--- src/rtl/mx11_seu_seq.sv ---
// MX11 SEU instruction sequencer: fetches 28-bit words, drives SEU control fields from IR, strobes rf_we once per retired word.
// Optional breakpoint logic is enabled with the MX11_SEQ_BRK_EN macro (adds brk_en / brk_addr inputs).
module mx11_seu_seq (
  input  logic        clk,
  input  logic        rst,
  input  logic        start,
  input  logic [7:0]  start_addr,
  input  logic        stop,
`ifdef MX11_SEQ_BRK_EN
  input  logic        brk_en,
  input  logic [7:0]  brk_addr,
`endif
  output logic        imem_req,
  output logic [7:0]  imem_addr,
  input  logic        imem_valid,
  input  logic [27:0] imem_rdata,
  output logic        seu_cs_n,
  output logic        seu_fetch,
  output logic        seu_ldi,
  output logic [7:0]  seu_ldv,
  output logic [3:0]  seu_opcode,
  output logic [3:0]  seu_src_a,
  output logic [3:0]  seu_src_b,
  output logic [3:0]  seu_dst_f,
  output logic        rf_we,
  output logic        busy,
  output logic        halted,
  output logic [15:0] retired
);

  typedef enum logic [2:0] {
    ST_IDLE  = 3'd0,
    ST_FETCH = 3'd1,
    ST_EXEC  = 3'd2,
    ST_WB    = 3'd3,
    ST_HALT  = 3'd4
  } state_t;

  state_t      state_q, state_d, state_nom;
  logic [7:0]  pc_q, pc_d;
  logic [27:0] ir_q, ir_d;
  logic [15:0] retired_q, retired_d;
  logic        imem_req_q, imem_req_d;
  logic [7:0]  imem_addr_q, imem_addr_d;
  logic        cs_n_q, cs_n_d;
  logic        rf_we_q, rf_we_d;
  logic        busy_q, busy_d;
  logic        halted_q, halted_d;
  logic        brk_hit;
  logic        ir_rsvd_unused;

  // Next-state, PC, IR and retired-count computation
  always_comb begin
    state_nom = state_q;
    pc_d      = pc_q;
    ir_d      = ir_q;
    retired_d = retired_q;
    case (state_q)
      ST_IDLE, ST_HALT: begin
        if (start) begin
          state_nom = ST_FETCH;
          pc_d      = start_addr;
          retired_d = 16'd0;
        end else begin
          state_nom = state_q;
        end
      end
      ST_FETCH: begin
        if (imem_valid) begin
          ir_d      = imem_rdata;
          state_nom = ST_EXEC;
        end else begin
          state_nom = ST_FETCH;
        end
      end
      ST_EXEC: begin
        if (ir_q[26]) begin
          state_nom = ST_HALT;
        end else begin
          state_nom = ST_WB;
        end
      end
      ST_WB: begin
        pc_d      = pc_q + 8'd1;
        retired_d = retired_q + 16'd1;
        if (stop) begin
          state_nom = ST_HALT;
        end else begin
          state_nom = ST_FETCH;
        end
      end
      default: begin
        state_nom = ST_IDLE;
      end
    endcase
  end

  // Breakpoint check applies only on entry into FETCH, using the PC about to be fetched
  always_comb begin
    brk_hit = 1'b0;
`ifdef MX11_SEQ_BRK_EN
    if (brk_en && (pc_d == brk_addr) && (state_nom == ST_FETCH) && (state_q != ST_FETCH)) begin
      brk_hit = 1'b1;
    end else begin
      brk_hit = 1'b0;
    end
`endif
    if (brk_hit) begin
      state_d = ST_HALT;
    end else begin
      state_d = state_nom;
    end
  end

  // Output flops are decoded from the next state so every output is a register
  always_comb begin
    imem_req_d  = (state_d == ST_FETCH);
    imem_addr_d = pc_d;
    cs_n_d      = !(((state_d == ST_EXEC) && !ir_d[26]) || (state_d == ST_WB));
    rf_we_d     = (state_d == ST_WB);
    busy_d      = (state_d == ST_FETCH) || (state_d == ST_EXEC) || (state_d == ST_WB);
    halted_d    = (state_d == ST_HALT);
  end

  // State and output registers with synchronous reset
  always_ff @(posedge clk) begin
    if (rst) begin
      state_q     <= ST_IDLE;
      pc_q        <= 8'd0;
      ir_q        <= 28'd0;
      retired_q   <= 16'd0;
      imem_req_q  <= 1'b0;
      imem_addr_q <= 8'd0;
      cs_n_q      <= 1'b1;
      rf_we_q     <= 1'b0;
      busy_q      <= 1'b0;
      halted_q    <= 1'b0;
    end else begin
      state_q     <= state_d;
      pc_q        <= pc_d;
      ir_q        <= ir_d;
      retired_q   <= retired_d;
      imem_req_q  <= imem_req_d;
      imem_addr_q <= imem_addr_d;
      cs_n_q      <= cs_n_d;
      rf_we_q     <= rf_we_d;
      busy_q      <= busy_d;
      halted_q    <= halted_d;
    end
  end

  // Bit 24 of the instruction word is reserved and has no consumer
  assign ir_rsvd_unused = ir_q[24];

  assign imem_req   = imem_req_q;
  assign imem_addr  = imem_addr_q;
  assign seu_cs_n   = cs_n_q;
  assign seu_ldi    = ir_q[27];
  assign seu_fetch  = ir_q[25];
  assign seu_opcode = ir_q[23:20];
  assign seu_dst_f  = ir_q[19:16];
  assign seu_src_a  = ir_q[15:12];
  assign seu_src_b  = ir_q[11:8];
  assign seu_ldv    = ir_q[7:0];
  assign rf_we      = rf_we_q;
  assign busy       = busy_q;
  assign halted     = halted_q;
  assign retired    = retired_q;

endmodule

--- config.mk ---
export PLATFORM = sky130hd
export DESIGN_NAME = mx11_seu_seq
export DESIGN_NICKNAME = d
export VERILOG_FILES = /design/src/rtl/mx11_seu_seq.sv
export SDC_FILE = /design/constraint.sdc
export NUM_CORES = 1
export LEC_CHECK = 0
export ABC_AREA = 1
export CORE_ASPECT_RATIO = 1.75
export CORE_UTILIZATION = 45
export CTS_CLUSTER_DIAMETER = 60
export DETAILED_ROUTE_END_ITERATION = 8
export GPL_TIMING_DRIVEN = 1
export HOLD_SLACK_MARGIN = 0.1
export PLACE_DENSITY = 0.79
export SYNTH_ARGS = -nofsm -noshare
export SYNTH_HDL_FRONTEND = slang
export SYNTH_SLANG_ARGS = --single-unit
--- constraint.sdc ---
create_clock -name clk -period 1.9 [get_ports clk]
set_clock_uncertainty 0.2 [all_clocks]
set_input_delay 0.38 -clock clk [delete_from_list [all_inputs] [get_ports clk]]
set_output_delay 0.38 -clock clk [all_outputs]
set_load 0.03 [all_outputs]
==> implementation parameters, run 1 <==
Parameter                              Value

Run status
  Run status ... complete, no violations

Synth
  Largest family of logic cells by synthesized area ... simple AND/OR/NAND/NOR gates
  Top cells by area, synth ... sky130_fd_sc_hd__dfxtp_1, sky130_fd_sc_hd__nor2_1, sky130_fd_sc_hd__buf_4
  Netlist Area Pre-Place ... 2820 um2
  FF+latch count, synth ... 59
  Syn_area_per_cell ... 7.17 um2
  XOR/XNOR Fraction of Synth Area ... 0
  Async set-reset flop share out of synthesis ... 0
  Synthesized net count ... 436
  Count of flip-flops with a built-in enable after synthesis ... 0
  Adder-cell share of the synthesized area ... 0.00888
  Synth unique cells ... 33
  Gate count of the mapped netlist ... 393
  Complex-gate fraction of the synthesized area ... 0.150
  Sequential fraction of the synthesis area ... 0.419
  Simple logic cell fraction of the synthesized area ... 0.277
  Post-synthesis mux area share ... 0
  Synth top area share ... 0.419
  Number of warning messages in the yosys log ... 0
  Most frequently used flop master after synthesis ... sky130_fd_sc_hd__dfxtp_1
  Post-synth top area cell ... sky130_fd_sc_hd__dfxtp_1

Clock tree
  Total clock sinks ... 59
  CTS Buf Count ... 9
  Post-CTS Hold Buffers ... 0
  Number of H-tree levels ... 3
  Worst skew pair latency ... 0.34 ns
  CTS tree ... built
  Clk slew on worst S/H paths ... 0.06 ns
  CTS root buffer ... sky130_fd_sc_hd__clkbuf_8
  Clock tree buffer depth ... 2
  Post-CTS Setup Inserts ... 0

Critical path
  Largest delay contributor family on the critical path ... buffers and inverters
  Worst-path maximum fanout ... 6
  Biggest cell delay along the critical path ... 0.43 ns
  Startpoint type of the worst setup path ... flip-flop
  Slowest library cell on the worst path ... sky130_fd_sc_hd__dlygate4sd2_1
  Critical path capture point type ... output port
  Worst-path cell chain ... dlygate4sd2_1
  Class of the most critical setup path ... reg -> out
  Data required time of the critical path ... 1.32 ns
  Worst path buffer plus inverter count ... 1
  R2r setup slk ... 0.17 ns
  Arrival @ worst endpoint ... 1.19 ns

Timing
  TNS Setup ... 0 ns
  Max transition margin ... 0.719
  FMAX ... 564 MHz
  RSZ-0062 raised after global routing ... no
  Final count of pins violating max slew ... 0
  Minimum clock period ... 1.77 ns
  Number of setup violations in the final report ... 0
  Pin slew with the least headroom to its limit ... 0.421 ns
  Share of the clock period used by the worst path after layout ... 0.933
  Final Hold Violating Endpoints ... 0

Floorplanning
  Num rows ... 37
  Placeable core region ... 5970 um2
  Die width ... 61.8 um
  Floorplan die area ... 6600 um2
  Starting Density ... 0.472
  Vertical die dimension ... 107 um
  Num ports ... 96

Route
  Routed length per instance ... 12.3 um
  Via count ... 2,789
  Post-route antenna net violation count ... 0
  Wirelength, routed ... 6960 um
  DRT iter0 DRCs ... 134
  DRC violation count after routing ... 0
  Vias per inst ... 4.95
  1st-pass router iterations ... 4

Global route
  Antenna violations before repair ... 0
  Largest net degree at the start of global routing ... 27
  Overflow after GRT ... 0
  Overall track demand over capacity in global routing ... 0.226
  Vias in the first global route ... 2,581
  Wire length of the first global-routing pass ... 11,000 um

Job
  Max_cap viols ... 0

Place
  Sum of net half-perimeters after detailed placement ... 5100 um
  Final weighted congestion in routability-driven placement ... 0.948
  Count of input and output buffers ... 94
  Area of placed instances ... 3770 um2

Cells and area
  Filler Cells Inserted ... 564
  Area added between synthesis and finish ... 37.2%
  Share of post-route cells with drive strength above 1 ... 0.115
  Final Cell Area ... 3870 um2
  Final Net Count ... 525
  Count of inserted antenna diode cells ... 0

Power
  Sum of internal, switching and leakage power ... 2.91 mW
  IR drop worst, VDD ... 0.000506 V
  Power per cell area ... 753 nW/um2
  Static power due to leakage ... 1.77 nW

Worst hold path
  Worst min-delay path category ... reg -> reg
==> cells in the final DEF (no fill, tap or decap), drive strengths merged <==
| master | netlist | final |
|---|---|---|
| dlymetal6s2s | 0 | 1 |
| buf | 35 | 23 |
| nor3b | 1 | 1 |
| nor3 | 6 | 6 |
| dlygate4sd2 | 0 | 54 |
| or2 | 1 | 1 |
| a211oi | 5 | 5 |
| clkbuf | 4 | 12 |
| ha | 2 | 2 |
| dfxtp | 59 | 59 |
| nand3 | 20 | 20 |
| nand2 | 57 | 57 |
| a21oi | 25 | 25 |
| o21a | 1 | 1 |
| nand4 | 4 | 4 |
| nor2 | 84 | 84 |
| clkdlybuf4s50 | 0 | 39 |
| o211ai | 1 | 1 |
| inv | 37 | 37 |
| o22ai | 3 | 3 |
| clkinv | 1 | 4 |
| nand3b | 2 | 2 |
| nor4 | 1 | 1 |
| o21ai | 44 | 44 |
==> final timing paths <==
| check | start | to | cells after the start |
|---|---|---|---|
| hold reg to reg | retired[14] | retired[14] | 2 |
| setup / recovery | imem_addr[3] | imem_addr[3] | 1 |
| hold / removal | retired[14] | retired[14] | 2 |
| setup reg to reg | state_q[1] | retired[13] | 6 |
==> report_power, final <==
| part | switching, mW | leakage [nW] | internal [mW] |
|---|---|---|---|
| combinational | 0.355 | 1.20 | 0.240 |
| clock | 0.465 | 0.0860 | 0.495 |
| sequential | 0.0427 | 0.481 | 1.31 |
==> stage by stage <==
stage	std cells	hold slack, ns	setup WS, ns	util
after floorplan	393	0.256	0.158	-
after global placement	549	0.259	0.0522	0.631
after detailed placement	549	0.272	0.0287	0.631
after CTS	564	0.279	0.00433	0.647
after global routing	564	0.291	0.0464	0.647
final	564	0.274	0.127	0.647
==> synthesized netlist by cell type (2+ instances only) <==
| master | n |
|---|---|
| sky130_fd_sc_hd__a211oi_1 | 5 |
| sky130_fd_sc_hd__a21oi_1 | 23 |
| sky130_fd_sc_hd__a21oi_2 | 2 |
| sky130_fd_sc_hd__buf_1 | 2 |
| sky130_fd_sc_hd__buf_2 | 5 |
| sky130_fd_sc_hd__buf_4 | 27 |
| sky130_fd_sc_hd__clkbuf_1 | 4 |
| sky130_fd_sc_hd__dfxtp_1 | 59 |
| sky130_fd_sc_hd__ha_1 | 2 |
| sky130_fd_sc_hd__inv_1 | 31 |
| sky130_fd_sc_hd__inv_2 | 5 |
| sky130_fd_sc_hd__nand2_1 | 54 |
| sky130_fd_sc_hd__nand2_4 | 2 |
| sky130_fd_sc_hd__nand3_1 | 17 |
| sky130_fd_sc_hd__nand3_2 | 3 |
| sky130_fd_sc_hd__nand3b_1 | 2 |
| sky130_fd_sc_hd__nand4_1 | 4 |
| sky130_fd_sc_hd__nor2_1 | 82 |
| sky130_fd_sc_hd__nor2_4 | 2 |
| sky130_fd_sc_hd__nor3_1 | 4 |
| sky130_fd_sc_hd__nor3_2 | 2 |
| sky130_fd_sc_hd__o21ai_0 | 4 |
| sky130_fd_sc_hd__o21ai_1 | 40 |
| sky130_fd_sc_hd__o22ai_1 | 3 |
==> routing by layer <==
layer / GRT usage / wire, um / vias to the layer above / share of wire
met5: 0 / 0 / - / 0
met2: 0.397 / 3680 / 96 / 0.53
li1: - / - / 1424 / -
met3: 0.0663 / 371 / 20 / 0.053
met4: 0.125 / 260 / 0 / 0.037
met1: 0.223 / 2650 / 1249 / 0.38
==> what timing repair did <==
| item | in CTS | in global routing |
|---|---|---|
| endpoints found under the setup margin | 54 | 2 |
| pin swaps | 0 | 0 |
| resized for setup | 54 | 2 |
| gates cloned | 0 | 0 |
==> tightest hold or removal path, stage by stage, from the launching register on <==
cell and delay (ns):
sky130_fd_sc_hd__dfxtp_1 0.32, sky130_fd_sc_hd__nand2_1 0.06, sky130_fd_sc_hd__a21oi_1 0.05
==> sequential cells by signal (all words and copies together) (netlist names) <==
signal     count
imem_req       1
seu_cs_n       1
busy           1
rf_we          1
ir_q          27
retired       16
state_q        3
imem_addr      8
halted         1
==> cells by family (layout without fill, tap and decap cells) <==
| family | count (synthesis) | after routing |
|---|---|---|
| AOI/OAI and AO/OA | 79 | 79 |
| adders and majority gates | 2 | 2 |
| buffers and inverters | 77 | 170 |
| DFF | 59 | 59 |
| and+or+nand+nor | 176 | 176 |
==> cell type report <==
class,count,area (um2),share of cell area
Clock buffer,12,145,0.0375
Timing Repair Buffer,117,1050,0.271
Sequential cell,59,1180,0.306
Multi-Input combinational cell,257,1230,0.319
Tap cell,78,97.6,0.0252
Inverter,38,145,0.0375
Clock inverter,3,15.0,0.00388
Note: power is estimated with default switching activity, not from simulation.
==> run 2, diff against run 1 <==
- ABC_AREA: 1 -> 0
- CAP_MARGIN: not set -> 10
- GPL_TIMING_DRIVEN: 1 -> 0
- PLACE_DENSITY: 0.79 -> 0.8
==> implementation parameters, run 2 <==
Parameter                              Value

Synth
  Cell with the most instances after synthesis ... sky130_fd_sc_hd__nand2_1
  Number of warning messages in the yosys log ... 0 (unchanged)
  FF+latch count, synth ... 59 (unchanged)
  Synth unique cells ... 51 (+55%)
  Sequential fraction of the synthesis area ... 0.437 (+0.0176)
  Top cell types by occurrence after synthesis ... sky130_fd_sc_hd__nand2_1, sky130_fd_sc_hd__dfxtp_1, sky130_fd_sc_hd__a21oi_1
  Most frequently used flop master after synthesis ... sky130_fd_sc_hd__dfxtp_1
  Post-synth top area cell ... sky130_fd_sc_hd__dfxtp_1
  Syn_area_per_cell ... 8.37 um2 (+17%)
  Async set-reset flop share out of synthesis ... 0 (unchanged)
  Netlist Area Pre-Place ... 2710 um2 (-4.0%)
  Synthesized net count ... 366 (-16%)
  Synth top area share ... 0.437 (+0.0176)
  Top cells by area, synth ... sky130_fd_sc_hd__dfxtp_1, sky130_fd_sc_hd__nand2_1, sky130_fd_sc_hd__buf_4
  Gate count of the mapped netlist ... 323 (-18%)
  Count of flip-flops with a built-in enable after synthesis ... 0 (unchanged)

Critical path
  Class of the most critical setup path ... reg -> reg
  Worst-path cell chain ... clkbuf_4 > nand3b_1 > buf_2 > nor3_2 > nand4_1 > mux2_2
  Slowest library cell on the worst path ... sky130_fd_sc_hd__dfxtp_1
  Critical path capture point type ... flip-flop
  Data required time of the critical path ... 1.92 ns (+0.60 ns)
  Biggest cell delay along the critical path ... 0.31 ns (-0.12 ns)
  Arrival @ worst endpoint ... 1.88 ns (+0.69 ns)
  Startpoint type of the worst setup path ... flip-flop
  Worst-path maximum fanout ... 10 (+4)

Power
  Portion of total power attributed to sequential cells ... 0.447 (-0.019)
  Power per cell area ... 760 nW/um2 (+0.94%)
  Internal power ... 2.13 mW (+4.1%)
  Part of the power in the clock network ... 0.381 (+0.051)
  Static power due to leakage ... 1.66 nW (-6.1%)
  Switching power as a share of total power ... 0.282 (-0.0144)
  Switching pwr ... 0.838 mW (-2.9%)
  IR drop worst, VDD ... 0.000593 V (+17%)
  Portion of total power attributed to combinational logic ... 0.172 (-0.032)

Floorplanning
  Placeable core region ... 5830 um2 (-2.3%)
  Num ports ... 96 (unchanged)
  Num rows ... 37 (unchanged)
  Starting Density ... 0.464 (-0.00828)
  Die width ... 60.6 um (-2.0%)
  Floorplan die area ... 6340 um2 (-3.9%)
  Vertical die dimension ... 105 um (-2.0%)

Timing
  Number of setup violations in the final report ... 0 (unchanged)
  Worst hold slack ... 0.186 ns (-0.0880 ns)
  Share of the clock period used by the worst path after layout ... 0.977 (+0.0434)
  Pin slew with the least headroom to its limit ... 0.529 ns (+0.108 ns)
  Final count of pins violating max slew ... 0 (unchanged)
  Max transition margin ... 0.647 (-0.0714)
  FMAX ... 539 MHz (-4.4%)
  Final Hold Violating Endpoints ... 0 (unchanged)
  RSZ-0062 raised after global routing ... yes
  Minimum clock period ... 1.86 ns (+0.0825 ns)

Cells and area
  Area added between synthesis and finish ... 44.4%
  Flip-flop count of the largest register, all copies and words added ... 27 (unchanged)
  Final Net Count ... 468 (-11%)
  Top reg by flops ... ir_q
  Count of inserted antenna diode cells ... 0 (unchanged)
  Commonest cells after routing, fill and taps aside ... sky130_fd_sc_hd__nand2_1, sky130_fd_sc_hd__dfxtp_1, sky130_fd_sc_hd__dlygate4sd2_1
  Most common cell after layout, fill and taps aside ... sky130_fd_sc_hd__nand2_1
  Post-Layout Cell Count ... 508 (-9.9%)
  Share of post-route cells with drive strength above 1 ... 0.158 (+0.0429)
  Final Cell Area ... 3910 um2 (+1.1%)

Route
  DRT iter0 DRCs ... 77 (-43%)
  Post-route antenna net violation count ... 0 (unchanged)
  Routed length per instance ... 14.2 um (+15%)
  DRC violation count after routing ... 0 (unchanged)
  Vias per inst ... 5.22 (+5.6%)
  1st-pass router iterations ... 4 (unchanged)
  Wirelength, routed ... 7220 um (+3.8%)
  Via count ... 2,652 (-4.9%)

Clock tree
  CTS root buffer ... sky130_fd_sc_hd__clkbuf_8
  CTS tree ... built
  Clk slew on worst S/H paths ... 0.07 ns (about the same)
  Total clock sinks ... 59 (unchanged)
  Worst skew pair latency ... 0.33 ns (about the same)
  Post-CTS Hold Buffers ... 0 (unchanged)
  Number of H-tree levels ... 3 (unchanged)
  Clock tree buffer depth ... 2 (unchanged)
  CTS Buf Count ... 9 (unchanged)

Worst hold path
  Worst min-delay path category ... in -> reg

Global route
  Wire length of the first global-routing pass ... 11,600 um (+5.8%)
  Largest net degree at the start of global routing ... 13 (-52%)
  Antenna violations before repair ... 0 (unchanged)
  Vias in the first global route ... 2,667 (+3.3%)
  Overall track demand over capacity in global routing ... 0.240 (+0.0144)
  Overflow after GRT ... 0 (unchanged)

Job
  Max_cap viols ... 0 (unchanged)

Place
  Area of placed instances ... 3740 um2 (-0.86%)
  Count of input and output buffers ... 93 (-1.1%)
  Final weighted congestion in routability-driven placement ... 0.849 (-10%)
  Dpl cells ... 494 (-10%)
  Sum of net half-perimeters after detailed placement ... 5380 um (+5.7%)

Run status
  Run status ... complete, no violations
-- run 2: path summary, 6_finish.rpt --
check	startpoint	to	slack, ns	depth (start not counted)
max	state_q[0]	retired[15]	0.04	6
min	rst	retired[12]	0.19	3
max reg2reg	state_q[0]	retired[15]	0.04	6
min reg2reg	ir_q[27]	ir_q[27]	0.25	2
-- run 2: layer usage --
metal  wire length (um)  share of wire  vias to the layer above  track usage
li1                   -              -                     1322            -
met1               2640           0.37                     1237        0.236
met2               4130           0.57                       91        0.447
met3                419          0.058                        2       0.0705
met4                 25         0.0035                        0       0.0844
met5                  0              0                        -            0
-- run 2: power groups by stage --
| stage | clock network, mW | logic, mW | registers [mW] |
|---|---|---|---|
| after global placement | 0 | 0.526 | 1.35 |
| after CTS | 1.16 | 0.508 | 1.33 |
| after detailed placement | 0 | 0.536 | 1.35 |
| final | 1.13 | 0.510 | 1.33 |
| after floorplan | 0 | 0.256 | 1.40 |
| after global routing | 1.21 | 0.552 | 1.33 |
-- run 2: critical path, delay by kind of cell, from the launching register on --
kind	cells	cell delay, ns
buffers and inverters	2	0.42
DFF	1	0.31
muxes	1	0.28
and+or+nand+nor	3	0.53
-- run 2: what timing repair did --
| item | 4_1_cts | 5_1_grt |
|---|---|---|
| resized for setup | 60 | 12 |
| endpoints found under the setup margin | 80 | 35 |
| setup buffers | 0 | 0 |
-- run 2: cell type report --
cell class	instances	area, um2
clock inverters	7	78.8
flip-flops and latches	59	1180
fillers	522	1930
clock buffers	9	124
multi-input cells	219	1240
plain buffers	42	319
inverters	1	3.75
well taps	78	97.6
repair buffers	93	862
-- run 2: cells by family (layout without fill, tap and decap cells) --
kind of cell | after synthesis | count (layout) | synth area share
muxes | 6 | 6 | 0.0236
buffers and inverters | 45 | 152 | 0.117
and+or+nand+nor | 142 | 142 | 0.255
DFF | 59 | 59 | 0.437
adders and majority gates | 2 | 2 | 0.00925
AOI/OAI and AO/OA | 69 | 69 | 0.159
-- run 2: through the flow --
step	util	setup TNS [ns]	power [mW]	setup WS (ns)
finish	0.670	0	2.97	0.0446
detailed placement	0.640	-16.39	1.89	-0.424
global route	0.670	-0.166	3.10	-0.0887
global placement	0.640	-14.54	1.88	-0.415
CTS	0.665	-0.00111	2.99	-0.00111
floorplan	-	0	1.66	0.00658
